===== src/rtl/uart_rx_os.sv =====
`default_nettype none
// +--------------------------------------------------------------------------+
// | Module   : uart_rx_os                                                    |
// | Oversampling UART receiver: 2-of-3 majority sampling, false-start reject,|
// | runtime word/parity/stop config, break detect, valid/ready holding reg.  |
// | Optional : UART_RX_OS_TIMEOUT_EN (idle timeout on a held word)           |
// | Revision : 1.0                                                           |
// +--------------------------------------------------------------------------+
module uart_rx_os #(
  parameter int DATA_W_MAX = 9,
  parameter int OS_RATE    = 16,
  parameter int DIV_W      = 16
) (
  input  logic                  i_clk,
  input  logic                  i_nrst,
  input  logic [DIV_W-1:0]      i_baud_div,
  input  logic [3:0]            i_data_bits,
  input  logic [2:0]            i_parity_mode,
  input  logic                  i_two_stop,
  input  logic                  i_msb_first,
  input  logic                  i_rx,
  input  logic                  i_rx_ready,
`ifdef UART_RX_OS_TIMEOUT_EN
  input  logic [7:0]            i_timeout_bits,
  output logic                  o_rx_timeout,
`endif
  output logic                  o_rx_valid,
  output logic [DATA_W_MAX-1:0] o_rx_data,
  output logic                  o_parity_error,
  output logic                  o_frame_error,
  output logic                  o_break,
  output logic                  o_overrun,
  output logic                  o_rx_busy,
  output logic                  o_rts
);

  localparam int                   c_os_w    = $clog2(OS_RATE);
  localparam logic [c_os_w-1:0]    c_os_last = c_os_w'(OS_RATE - 1);
  localparam logic [c_os_w-1:0]    c_os_s0   = c_os_w'(OS_RATE / 2 - 1);
  localparam logic [c_os_w-1:0]    c_os_s1   = c_os_w'(OS_RATE / 2);
  localparam logic [c_os_w-1:0]    c_os_s2   = c_os_w'(OS_RATE / 2 + 1);
  localparam logic [3:0]           c_dmax    = 4'(DATA_W_MAX);
  localparam logic [DATA_W_MAX-1:0] c_one    = DATA_W_MAX'(1);

  typedef enum logic [2:0] {
    S_IDLE       = 3'd0,
    S_START      = 3'd1,
    S_DATA       = 3'd2,
    S_PARITY     = 3'd3,
    S_STOP       = 3'd4,
    S_BREAK_WAIT = 3'd5
  } state_t;

  state_t                  r_state;
  state_t                  w_state_nxt;

  logic                    r_rx_meta;
  logic                    r_rx_s;
  logic                    r_rx_prev;
  logic [DIV_W-1:0]        r_div_cnt;
  logic [c_os_w-1:0]       r_os;
  logic [1:0]              r_smp;
  logic [3:0]              r_nbits;
  logic [2:0]              r_par_mode;
  logic                    r_two_stop;
  logic [3:0]              r_bit_cnt;
  logic [DATA_W_MAX-1:0]   r_data;
  logic                    r_par_err;
  logic                    r_frm_err;
  logic                    r_all_zero;

  logic                    r_valid;
  logic [DATA_W_MAX-1:0]   r_hold_data;
  logic                    r_hold_perr;
  logic                    r_hold_ferr;
  logic                    r_break;
  logic                    r_overrun;

  logic                    w_start;
  logic                    w_tick_run;
  logic                    w_tick;
  logic                    w_res;
  logic                    w_bit_end;
  logic                    w_maj;
  logic                    w_done;
  logic                    w_brk_det;
  logic                    w_hs;
  logic [3:0]              w_nbits_clamp;
  logic [2:0]              w_par_norm;
  logic [3:0]              w_idx;
  logic [DATA_W_MAX-1:0]   w_bit_mask;
  logic                    w_par_exp;

  // Input synchroniser plus one extra flop for falling-edge detection
  always_ff @(posedge i_clk or negedge i_nrst) begin
    if (!i_nrst) begin
      r_rx_meta <= 1'b1;
      r_rx_s    <= 1'b1;
      r_rx_prev <= 1'b1;
    end else begin
      r_rx_meta <= i_rx;
      r_rx_s    <= r_rx_meta;
      r_rx_prev <= r_rx_s;
    end
  end

  assign w_start = (r_state == S_IDLE) && r_rx_prev && !r_rx_s;

`ifdef UART_RX_OS_TIMEOUT_EN
  assign w_tick_run = 1'b1;
`else
  assign w_tick_run = (r_state != S_IDLE);
`endif

  assign w_tick    = w_tick_run && (r_div_cnt == i_baud_div);
  assign w_res     = w_tick && (r_os == c_os_s2);
  assign w_bit_end = w_tick && (r_os == c_os_last);
  assign w_maj     = (r_smp[0] & r_smp[1]) | (r_smp[0] & r_rx_s) | (r_smp[1] & r_rx_s);
  assign w_hs      = r_valid && i_rx_ready;

  always_ff @(posedge i_clk or negedge i_nrst) begin
    if (!i_nrst) begin
      r_div_cnt <= '0;
    end else if (w_start || !w_tick_run || (r_div_cnt == i_baud_div)) begin
      r_div_cnt <= '0;
    end else begin
      r_div_cnt <= r_div_cnt + DIV_W'(1);
    end
  end

  // Oversample counter; in BREAK_WAIT it measures the continuous-high run
  always_ff @(posedge i_clk or negedge i_nrst) begin
    if (!i_nrst) begin
      r_os <= '0;
    end else if (w_start || w_brk_det) begin
      r_os <= '0;
    end else if ((r_state == S_BREAK_WAIT) && !r_rx_s) begin
      r_os <= '0;
    end else if (w_tick) begin
      r_os <= (r_os == c_os_last) ? '0 : r_os + c_os_w'(1);
    end
  end

  always_ff @(posedge i_clk or negedge i_nrst) begin
    if (!i_nrst) begin
      r_smp <= 2'b11;
    end else if (w_tick && (r_os == c_os_s0)) begin
      r_smp[0] <= r_rx_s;
    end else if (w_tick && (r_os == c_os_s1)) begin
      r_smp[1] <= r_rx_s;
    end
  end

  always_comb begin
    w_nbits_clamp = i_data_bits;
    if (i_data_bits < 4'd5) begin
      w_nbits_clamp = 4'd5;
    end else if (i_data_bits > c_dmax) begin
      w_nbits_clamp = c_dmax;
    end
    w_par_norm = (i_parity_mode > 3'd4) ? 3'd0 : i_parity_mode;
  end

  always_ff @(posedge i_clk or negedge i_nrst) begin
    if (!i_nrst) begin
      r_state <= S_IDLE;
    end else begin
      r_state <= w_state_nxt;
    end
  end

  // Completion fires at the mid-sample of the last stop bit so the next start edge is not missed
  always_comb begin
    w_state_nxt = r_state;
    w_done      = 1'b0;
    w_brk_det   = 1'b0;
    case (r_state)
      S_IDLE: begin
        if (w_start) w_state_nxt = S_START;
      end
      S_START: begin
        if (w_res && w_maj) begin
          w_state_nxt = S_IDLE;
        end else if (w_bit_end) begin
          w_state_nxt = S_DATA;
        end
      end
      S_DATA: begin
        if (w_bit_end && (r_bit_cnt == (r_nbits - 4'd1))) begin
          w_state_nxt = (r_par_mode != 3'd0) ? S_PARITY : S_STOP;
        end
      end
      S_PARITY: begin
        if (w_bit_end) w_state_nxt = S_STOP;
      end
      S_STOP: begin
        if (w_res && (r_bit_cnt == (r_two_stop ? 4'd1 : 4'd0))) begin
          w_done = 1'b1;
          if (r_all_zero && !w_maj) begin
            w_brk_det   = 1'b1;
            w_state_nxt = S_BREAK_WAIT;
          end else begin
            w_state_nxt = S_IDLE;
          end
        end
      end
      S_BREAK_WAIT: begin
        if (w_tick && r_rx_s && (r_os == c_os_last)) w_state_nxt = S_IDLE;
      end
      default: w_state_nxt = S_IDLE;
    endcase
  end

  assign w_idx      = i_msb_first ? (r_nbits - 4'd1 - r_bit_cnt) : r_bit_cnt;
  assign w_bit_mask = c_one << w_idx;

  always_comb begin
    case (r_par_mode)
      3'd1:    w_par_exp = ^r_data;
      3'd2:    w_par_exp = ~(^r_data);
      3'd3:    w_par_exp = 1'b1;
      default: w_par_exp = 1'b0;
    endcase
  end

  always_ff @(posedge i_clk or negedge i_nrst) begin
    if (!i_nrst) begin
      r_nbits    <= 4'd5;
      r_par_mode <= 3'd0;
      r_two_stop <= 1'b0;
      r_bit_cnt  <= 4'd0;
      r_data     <= '0;
      r_par_err  <= 1'b0;
      r_frm_err  <= 1'b0;
      r_all_zero <= 1'b1;
    end else if (w_start) begin
      r_nbits    <= w_nbits_clamp;
      r_par_mode <= w_par_norm;
      r_two_stop <= i_two_stop;
      r_bit_cnt  <= 4'd0;
      r_data     <= '0;
      r_par_err  <= 1'b0;
      r_frm_err  <= 1'b0;
      r_all_zero <= 1'b1;
    end else begin
      if (w_res && ((r_state == S_DATA) || (r_state == S_PARITY) || (r_state == S_STOP))) begin
        r_all_zero <= r_all_zero & ~w_maj;
      end
      if ((r_state == S_DATA) && w_res && w_maj) begin
        r_data <= r_data | w_bit_mask;
      end
      if ((r_state == S_DATA) && w_bit_end) begin
        r_bit_cnt <= (r_bit_cnt == (r_nbits - 4'd1)) ? 4'd0 : r_bit_cnt + 4'd1;
      end
      if ((r_state == S_STOP) && w_bit_end) begin
        r_bit_cnt <= r_bit_cnt + 4'd1;
      end
      if ((r_state == S_PARITY) && w_res) begin
        r_par_err <= (w_maj != w_par_exp);
      end
      if ((r_state == S_STOP) && w_res && !w_maj) begin
        r_frm_err <= 1'b1;
      end
    end
  end

  // Holding register: a completed word loads only if the slot is free or being drained now
  always_ff @(posedge i_clk or negedge i_nrst) begin
    if (!i_nrst) begin
      r_valid     <= 1'b0;
      r_hold_data <= '0;
      r_hold_perr <= 1'b0;
      r_hold_ferr <= 1'b0;
      r_break     <= 1'b0;
      r_overrun   <= 1'b0;
    end else begin
      r_break   <= w_done && w_brk_det;
      r_overrun <= 1'b0;
      if (w_done && !w_brk_det) begin
        if (!r_valid || w_hs) begin
          r_valid     <= 1'b1;
          r_hold_data <= r_data;
          r_hold_perr <= r_par_err;
          r_hold_ferr <= r_frm_err | ~w_maj;
        end else begin
          r_overrun <= 1'b1;
        end
      end else if (w_hs) begin
        r_valid     <= 1'b0;
        r_hold_data <= '0;
        r_hold_perr <= 1'b0;
        r_hold_ferr <= 1'b0;
      end
    end
  end

`ifdef UART_RX_OS_TIMEOUT_EN
  logic [7:0] r_idle_cnt;
  logic       r_to_fired;
  logic       r_to_pulse;

  always_ff @(posedge i_clk or negedge i_nrst) begin
    if (!i_nrst) begin
      r_idle_cnt <= 8'd0;
      r_to_fired <= 1'b0;
      r_to_pulse <= 1'b0;
    end else begin
      r_to_pulse <= 1'b0;
      if (w_start || w_hs) begin
        r_idle_cnt <= 8'd0;
        r_to_fired <= 1'b0;
      end else if ((r_state == S_IDLE) && r_valid) begin
        if (w_bit_end && (r_idle_cnt != 8'hFF)) begin
          r_idle_cnt <= r_idle_cnt + 8'd1;
        end
        if (!r_to_fired && (i_timeout_bits != 8'd0) && (r_idle_cnt == i_timeout_bits)) begin
          r_to_pulse <= 1'b1;
          r_to_fired <= 1'b1;
        end
      end
    end
  end

  assign o_rx_timeout = r_to_pulse;
`endif

  assign o_rx_valid     = r_valid;
  assign o_rx_data      = r_hold_data;
  assign o_parity_error = r_hold_perr;
  assign o_frame_error  = r_hold_ferr;
  assign o_break        = r_break;
  assign o_overrun      = r_overrun;
  assign o_rx_busy      = (r_state != S_IDLE);
  assign o_rts          = !r_valid || i_rx_ready;

endmodule
`default_nettype wire


===== config.mk =====
export PLATFORM = sky130hd
export DESIGN_NAME = uart_rx_os
export DESIGN_NICKNAME = d
export VERILOG_FILES = /design/src/rtl/uart_rx_os.sv
export SDC_FILE = /design/constraint.sdc
export NUM_CORES = 1
export LEC_CHECK = 0
export ABC_AREA = 1
export CAP_MARGIN = 20
export CORE_MARGIN = 5
export CORE_UTILIZATION = 25
export DETAILED_ROUTE_END_ITERATION = 10
export GPL_ROUTABILITY_DRIVEN = 1
export PLACE_DENSITY = 0.46
export SLEW_MARGIN = 20
export SYNTH_ARGS = -nofsm -noshare
export SYNTH_HDL_FRONTEND = slang
export SYNTH_SLANG_ARGS = --single-unit

===== constraint.sdc =====
create_clock -name i_clk -period 3.4 [get_ports i_clk]
set_clock_uncertainty 0.2 [all_clocks]
set_input_delay 0.68 -clock i_clk [delete_from_list [all_inputs] [get_ports i_clk]]
set_output_delay 0.68 -clock i_clk [all_outputs]
set_load 0.01 [all_outputs]

==> metrics.md, run 1 <==
| Metric | Value |
|---|---|
| Multi-input logic area | `0.00197 sq mm` |
| Setup Buffers After CTS | `0` |
| GR Util met3 | `3.01%` |
| Crit path launch type | `input pin` |
| Placed cells | `763` |
| Yosys cell types | `40` |
| CP startpoint | `i_rx_ready` |
| Synth async-reset ratio | `100%` |
| GRT Max-Usage Layer | `met2` |
| Tmin final | `2.81 ns` |
| PostCTS Resize Cnt | `0` |
| Synth top area share | `36.7%` |
| Chip Height | `136 um` |
| WP data required | `2.52 ns` |
| Sequential Area | `0.00166 sq mm` |
| Vias in the first global route | `3188` |
| Gate Count Post-Synth | `506` |
| GRT met1 Usage | `14.0%` |
| I/O pins | `45` |
| GR Util met2 | `16.4%` |
| RSZ-0062 raised after global routing | `no` |
| Nets | `597` |
| Hold Violations, Final | `0` |
| Setup TNS | `0 ns` |
| Grt total ovfl | `0` |
| Largest net degree at the start of global routing | `67` |
| Post-Syn Area | `0.00396 sq mm` |
| Synth Flop Type | `dfrtp_1` |
| DR iter-0 viols | `174` |
| Remaining routing DRC violations | `0` |
| All-Layer GR Usage | `10.5%` |
| Status | `complete, no violations` |
| Relative slew margins | `42.3%` |
| WP data arrival | `1.93 ns` |
| Syn Nets | `545` |
| Hold_sp | `r_rx_meta` |
| Leakage | `2.26 nW` |
| Clock-pin slew on the worst setup and hold paths | `0.05 ns` |
| GPL Wtd Cong | `0.786` |
| PortBufs | `44` |
| Global-route wire length before repair | `15500 um` |
| WL final | `9190 um` |
| Width of the die | `136 um` |
| DP HPWL | `6960 um` |
| Crit share post-route | `82.6%` |
| Core area | `0.0157 sq mm` |
| Critical Path Sink Type | `output pin` |
| Via count | `3286` |
| Type of the worst setup path | `input pin to output pin` |
| Diodes inserted | `0` |
| Core Rows | `46` |
| TritonCTS clock tree | `built` |
| Max frequency | `356 MHz` |
| Min-delay worst type | `flop to flop` |
| Clock Tree Root | `clkbuf_16` |
| MaxCap Viol Count | `0` |
| Yosys warns | `0` |
| Initial antenna violation count | `0` |
| EDFF count, synth | `0` |
| Worst skew pair latency | `0.33 ns` |
| Largest cells by area after synthesis | `dfrtp_1 37%, nand2_1 13%, inv_1 6.1%` |
| Yosys top cell by area | `dfrtp_1` |
| Peak VDD IR | `0.218 mV` |
| Syn avg cell area | `7.82 sq um` |
| Slew @ Worst Pin | `0.865 ns` |
| Worst reg2reg path startpoint | `r_nbits[0]` |
| PD cells | `605 mW/mm^2` |
| Clock sink count | `66` |
| WL/cell | `11.8 um` |
| Syn-to-layout area delta | `24.8%` |
| Via density | `4.23` |
| Fill cell count | `1665` |
| Die ar. | `0.0184 sq mm` |
| Max FO, Critical Path | `4` |
| Final setup fails | `0` |
| Initial Util | `25.2%` |
| CTS Buf Count | `9` |
| Max-slew violations | `0` |
| H-tree depth | `3` |
| Clk buf depth | `2` |
| Drt first pass iters | `4` |
| Seq/Total Area, Yosys | `42.0%` |
| Final ANT Viol Nets | `0` |
| CTS Hold Bufs | `0` |
| Seq cells post-synth | `66` |
| Final Non-Filler Cells | `777` |
| Share of cells above drive strength 1 | `13.0%` |
-- per-stage QoR --
step | hold WS, ns | instance area (sq um) | worst slack (ns) | util [%] | total power (W)
detailed placement | 0.153 | 4640 | 0.294 | 29.5 | 0.00208
floorplan | 0.145 | 3960 | 0.915 | - | 0.00179
global route | 0.170 | 4930 | 0.373 | 31.4 | 0.00324
CTS | 0.160 | 4930 | 0.582 | 31.4 | 0.00303
global placement | 0.149 | 4640 | 0.305 | 29.5 | 0.00207
finish | 0.159 | 4930 | 0.593 | 31.4 | 0.00298
-- cells by family (layout without fill, tap and decap cells) --
kind of cell	after synthesis	count (layout)	synth area share, %
compound gates	64	64	9.74
xor+xnor	24	24	5.31
fa+ha+maj	10	10	3.35
buf+inv	80	135	8.07
flops	66	66	42.0
simple gates	262	262	31.5
-- layer usage --
metal | part of all wire, % | vias up
met5 | 0 | -
met4 | 1.2 | 0
met3 | 3.9 | 7
met2 | 45 | 39
met1 | 50 | 1506
li1 | - | 1734
-- worst max-delay path, cell delays in order --
cell and delay (ns):
clkdlybuf4s50_1 0.48, inv_1 0.04, nand2_1 0.15, clkdlybuf4s50_1 0.57
-- flip-flops by register name, summed over array words and instances, names as in the netlist --
signal,cells
r_rx_prev,1
r_div_cnt,16
o_break,1
r_par_mode,3
r_all_zero,1
r_rx_s,1
o_frame_error,1
o_parity_error,1
r_frm_err,1
r_os,4
o_rx_data,9
r_rx_meta,1
r_bit_cnt,4
r_smp,2
r_two_stop,1
o_rx_valid,1
r_nbits,4
r_par_err,1
r_state,3
r_data,9
o_overrun,1
-- synth_stat cells, types with 4 or more instances --
cell     number
dfstp_2       8
o21ai_0      13
xnor2_1      14
nor2_1       37
nand4_1       9
nand3_2      14
nor3_1       11
dfrtp_1      58
a21oi_1      19
nand2_1     136
nand3_1      36
inv_1        64
nor2_2        5
o21ai_2      10
o21a_1        4
inv_2         9
xor2_1       10
ha_1          9
o21ai_1      11
-- area by class of cell --
cell class | instances | area share, %
sequential | 66 | 33.7
inverter | 74 | 5.63
timing repair buffer | 47 | 9.28
clock inverter | 3 | 0.811
clock buffer | 11 | 5.12
multi-input combinational | 360 | 40.0
tap | 216 | 5.48
-- final timing paths --
| path | to | slack, ns | cells after the start |
|---|---|---|---|
| worst max-delay path | o_rts | 0.59 | 4 |
| worst min-delay path | r_rx_s | 0.16 | 0 |
| worst max register to register | r_data[0] | 0.60 | 12 |
| worst min register to register | r_rx_s | 0.16 | 0 |
| max in group asynchronous | r_bit_cnt[1] | 2.08 | 2 |
| min in group asynchronous | o_rx_data[6] | 0.33 | 2 |
-- where the power goes --
part | switching (W) | internal [W] | total, W
Sequential | 0.000105 | 0.000909 | 0.00101
Combinational | 0.000673 | 0.000382 | 0.00105
Clock | 0.000319 | 0.000596 | 0.000914
-- placed cells by master (no fill, tap or decap), drive strengths merged, types with 2 or more instances in the layout --
| cell | synthesis | layout |
|---|---|---|
| xor2 | 10 | 10 |
| a21oi | 19 | 19 |
| clkinv | 1 | 3 |
| clkbuf | 0 | 11 |
| nor2 | 45 | 45 |
| nand4 | 9 | 9 |
| xnor2 | 14 | 14 |
| nor3 | 12 | 12 |
| dfstp | 8 | 8 |
| buf | 6 | 4 |
| nand3b | 3 | 3 |
| inv | 73 | 73 |
| dfrtp | 58 | 58 |
| nor4 | 2 | 2 |
| nand3 | 50 | 50 |
| o21a | 4 | 4 |
| nand2 | 139 | 139 |
| ha | 9 | 9 |
| clkdlybuf4s50 | 0 | 43 |
| o21ai | 34 | 34 |
No activity file was read; power rests on OpenSTA's default activity.
==> run 2, diff against run 1 <==
--- a/config.mk
+++ b/config.mk
@@ -11,7 +11,7 @@
 export CORE_UTILIZATION = 25
 export DETAILED_ROUTE_END_ITERATION = 10
 export GPL_ROUTABILITY_DRIVEN = 1
-export PLACE_DENSITY = 0.46
+export PLACE_DENSITY = 0.47
 export SLEW_MARGIN = 20
 export SYNTH_ARGS = -nofsm -noshare
 export SYNTH_HDL_FRONTEND = slang
==> constraint.sdc (replaced) <==
create_clock -name i_clk -period 2.5 [get_ports i_clk]
set_clock_uncertainty 0.2 [all_clocks]
set_input_delay 0.5 -clock i_clk [delete_from_list [all_inputs] [get_ports i_clk]]
set_output_delay 0.5 -clock i_clk [all_outputs]
set_load 0.01 [all_outputs]
==> run 2 against run 1 <==
Against the previous run:
- the run now ends with negative hold slack left
- first-iteration DRC count shrank 2.3%
- via count increased by 5.4%
- clock power up 38%
- combinational power up 73%
- non-clock buffer count rose by 23
- power grew 49%
- global-route usage up 0.65 points
- wire length rose by 4.2%
- sequential share of layout area is 2.1 points lower
- sequential cell count did not move
- sequential power is 38% higher
==> metrics.md, run 2 (synthesis gave the netlist of run 1 again) <==
| Metric | Value |
|---|---|
| Min-delay worst type | `input pin to async pin` |
| I/O pins | `45` |
| Routed length on met3 | `411 um` |
| RSZ-0062 raised after global routing | `yes` |
| H-tree depth | `3` |
| Multi-input logic area | `0.00210 sq mm` |
| DR top layer | `met4` |
| Max FO, Critical Path | `4` |
| Via count | `3465` |
| Global-route wire length before repair | `16400 um` |
| Overall power | `0.00446 W` |
| Number of flip-flops in the largest register | `16` |
| Final Cell Area | `0.00526 sq mm` |
| PD cells | `848 mW/mm^2` |
| Relative slew margins | `62.7%` |
| Initial Util | `25.2%` |
| Buffers & Inverters on Critical Path | `2` |
| Chip Height | `136 um` |
| WL final | `9580 um` |
| Clock-pin slew on the worst setup and hold paths | `0.05 ns` |
| Leakage | `2.39 nW` |
| Die ar. | `0.0184 sq mm` |
| Clk buf depth | `2` |
| Crit path launch type | `flop` |
| Reg-to-reg slack, setup | `0.06 ns` |
| R2R cell count | `13` |
| Core Rows | `46` |
| Slew @ Worst Pin | `0.558 ns` |
| Max frequency | `410 MHz` |
| CP cell instances | `inv_2, ha_4, xor2_4, ha_4, nand2_2, o21a_1, xor2_1, nand2_1, buf_4, nand3_2, a21oi_2, nand2_1, o21ai_1` |
| Fill cell count | `1634` |
| Hold Violations, Final | `10` |
| Clock sink count | `66` |
| Setup Buffers After CTS | `0` |
| Critical path depth | `13` |
| Diodes inserted | `0` |
| Nets | `620` |
| Remaining routing DRC violations | `0` |
| Vias in the first global route | `3540` |
| Peak VDD IR | `0.365 mV` |
| CTS Buf Count | `9` |
| Failing checks | `negative hold slack` |
| Met1 WL | `4610 um` |
| CP max stage cell | `dfstp_2` |
| MaxCap Viol Count | `0` |
| TritonCTS clock tree | `built` |
| Commonest non-fill, non-tap cells in the layout | `133 x nand2_1, 62 x inv_1, 58 x dfrtp_1, 43 x clkdlybuf4s50_1, 35 x nand3_1` |
| Tmin final | `2.44 ns` |
| Sequential Area | `0.00166 sq mm` |
| Core area | `0.0157 sq mm` |
| Width of the die | `136 um` |
| PortBufs | `44` |
| Worst skew pair latency | `0.33 ns` |
| Final setup fails | `0` |
| Syn-to-layout area delta | `33.0%` |
| Routed length on met2 | `4310 um` |
| Type of the worst setup path | `flop to flop` |
| Most common cell after layout, fill and taps aside | `nand2_1` |
| Status | `finished with violations` |
| Critical Path Sink Type | `flop` |
| Initial antenna violation count | `0` |
| All-Layer GR Usage | `11.1%` |
| Crit share post-route | `97.4%` |
| GPL Wtd Cong | `0.826` |
| Max incr delay on CP | `0.54 ns` |
| Dpl cell area | `0.00484 sq mm` |
| Biggest register | `r_div_cnt` |
| DP HPWL | `7280 um` |
| Drt first pass iters | `4` |
| WP data required | `2.55 ns` |
| Clock Tree Root | `clkbuf_16` |
| Final ANT Viol Nets | `0` |
| Worst hold slack | `-0.00742 ns` |
| CTS Hold Bufs | `0` |
| Crit-path leading delay family | `flip-flops` |
| DR iter-0 viols | `170` |
| Via density | `4.33` |
| Max-slew violations | `0` |
| Share of cells above drive strength 1 | `20.2%` |
| Largest net degree at the start of global routing | `67` |
| WL/cell | `12.0 um` |
| Grt total ovfl | `0` |
| WP data arrival | `2.49 ns` |
==> run 2: changes by cell type in the layout (fill, tap and decap cells not counted), sizes merged <==
cell | previous run | this run
buf | 4 | 27
==> run 2: cell type report <==
class                           instances  area share, %
Tap cell                              216           5.14
Clock buffer                           11           4.80
Inverter                               74           5.28
Timing Repair Buffer                   70           12.5
Multi-Input combinational cell        360           40.0
Sequential cell                        66           31.6
Clock inverter                          3          0.761
==> run 2: layer usage <==
layer  vias up  GRT usage (%)
li1       1778              -
met1      1609           14.5
met2        62           17.3
met3        16           3.27
met4         0           4.59
met5         -              0
==> run 2: metrics by stage <==
stage	utilization (%)	setup slack (ns)	TNS, ns	cells	hold slack, ns
final	33.5	0.0638	0	800	-0.00742
after global routing	33.5	-0.0588	-0.266	800	0.0203
after CTS	32.8	0.00665	0	800	0.000376
after detailed placement	30.8	-0.193	-5.06	786	0.147
after global placement	30.8	-0.203	-5.10	786	0.146
after floorplan	-	0.0149	0	506	0.00441
==> run 2: final timing paths <==
path,from,end
worst max register to register,r_nbits[0],r_data[0]
worst min-delay path,i_nrst,r_div_cnt[1]
worst max-delay path,r_nbits[0],r_data[0]
worst min register to register,r_rx_meta,r_rx_s
max in group asynchronous,i_nrst,r_nbits[0]
min in group i_clk,r_rx_meta,r_rx_s
==> run 2: timing repair <==
item / CTS / global route
setup endpoints to repair: 12 / 14
gates resized for setup: 4 / 24
pin swaps: 0 / 14
==> run 2: worst register-to-register path, stage by stage, from the launching register on <==
cell	delay (ns)
dfstp_2	0.54
inv_2	0.05
ha_4	0.16
xor2_4	0.15
ha_4	0.30
nand2_2	0.05
o21a_1	0.17
xor2_1	0.16
nand2_1	0.15
buf_4	0.13
nand3_2	0.05
a21oi_2	0.13
nand2_1	0.06
o21ai_1	0.07
==> run 2: where the power goes <==
group	switching, W	total, W	internal [W]
sequential	0.000152	0.00139	0.00124
clock	0.000445	0.00126	0.000811
combinational	0.00106	0.00182	0.000760
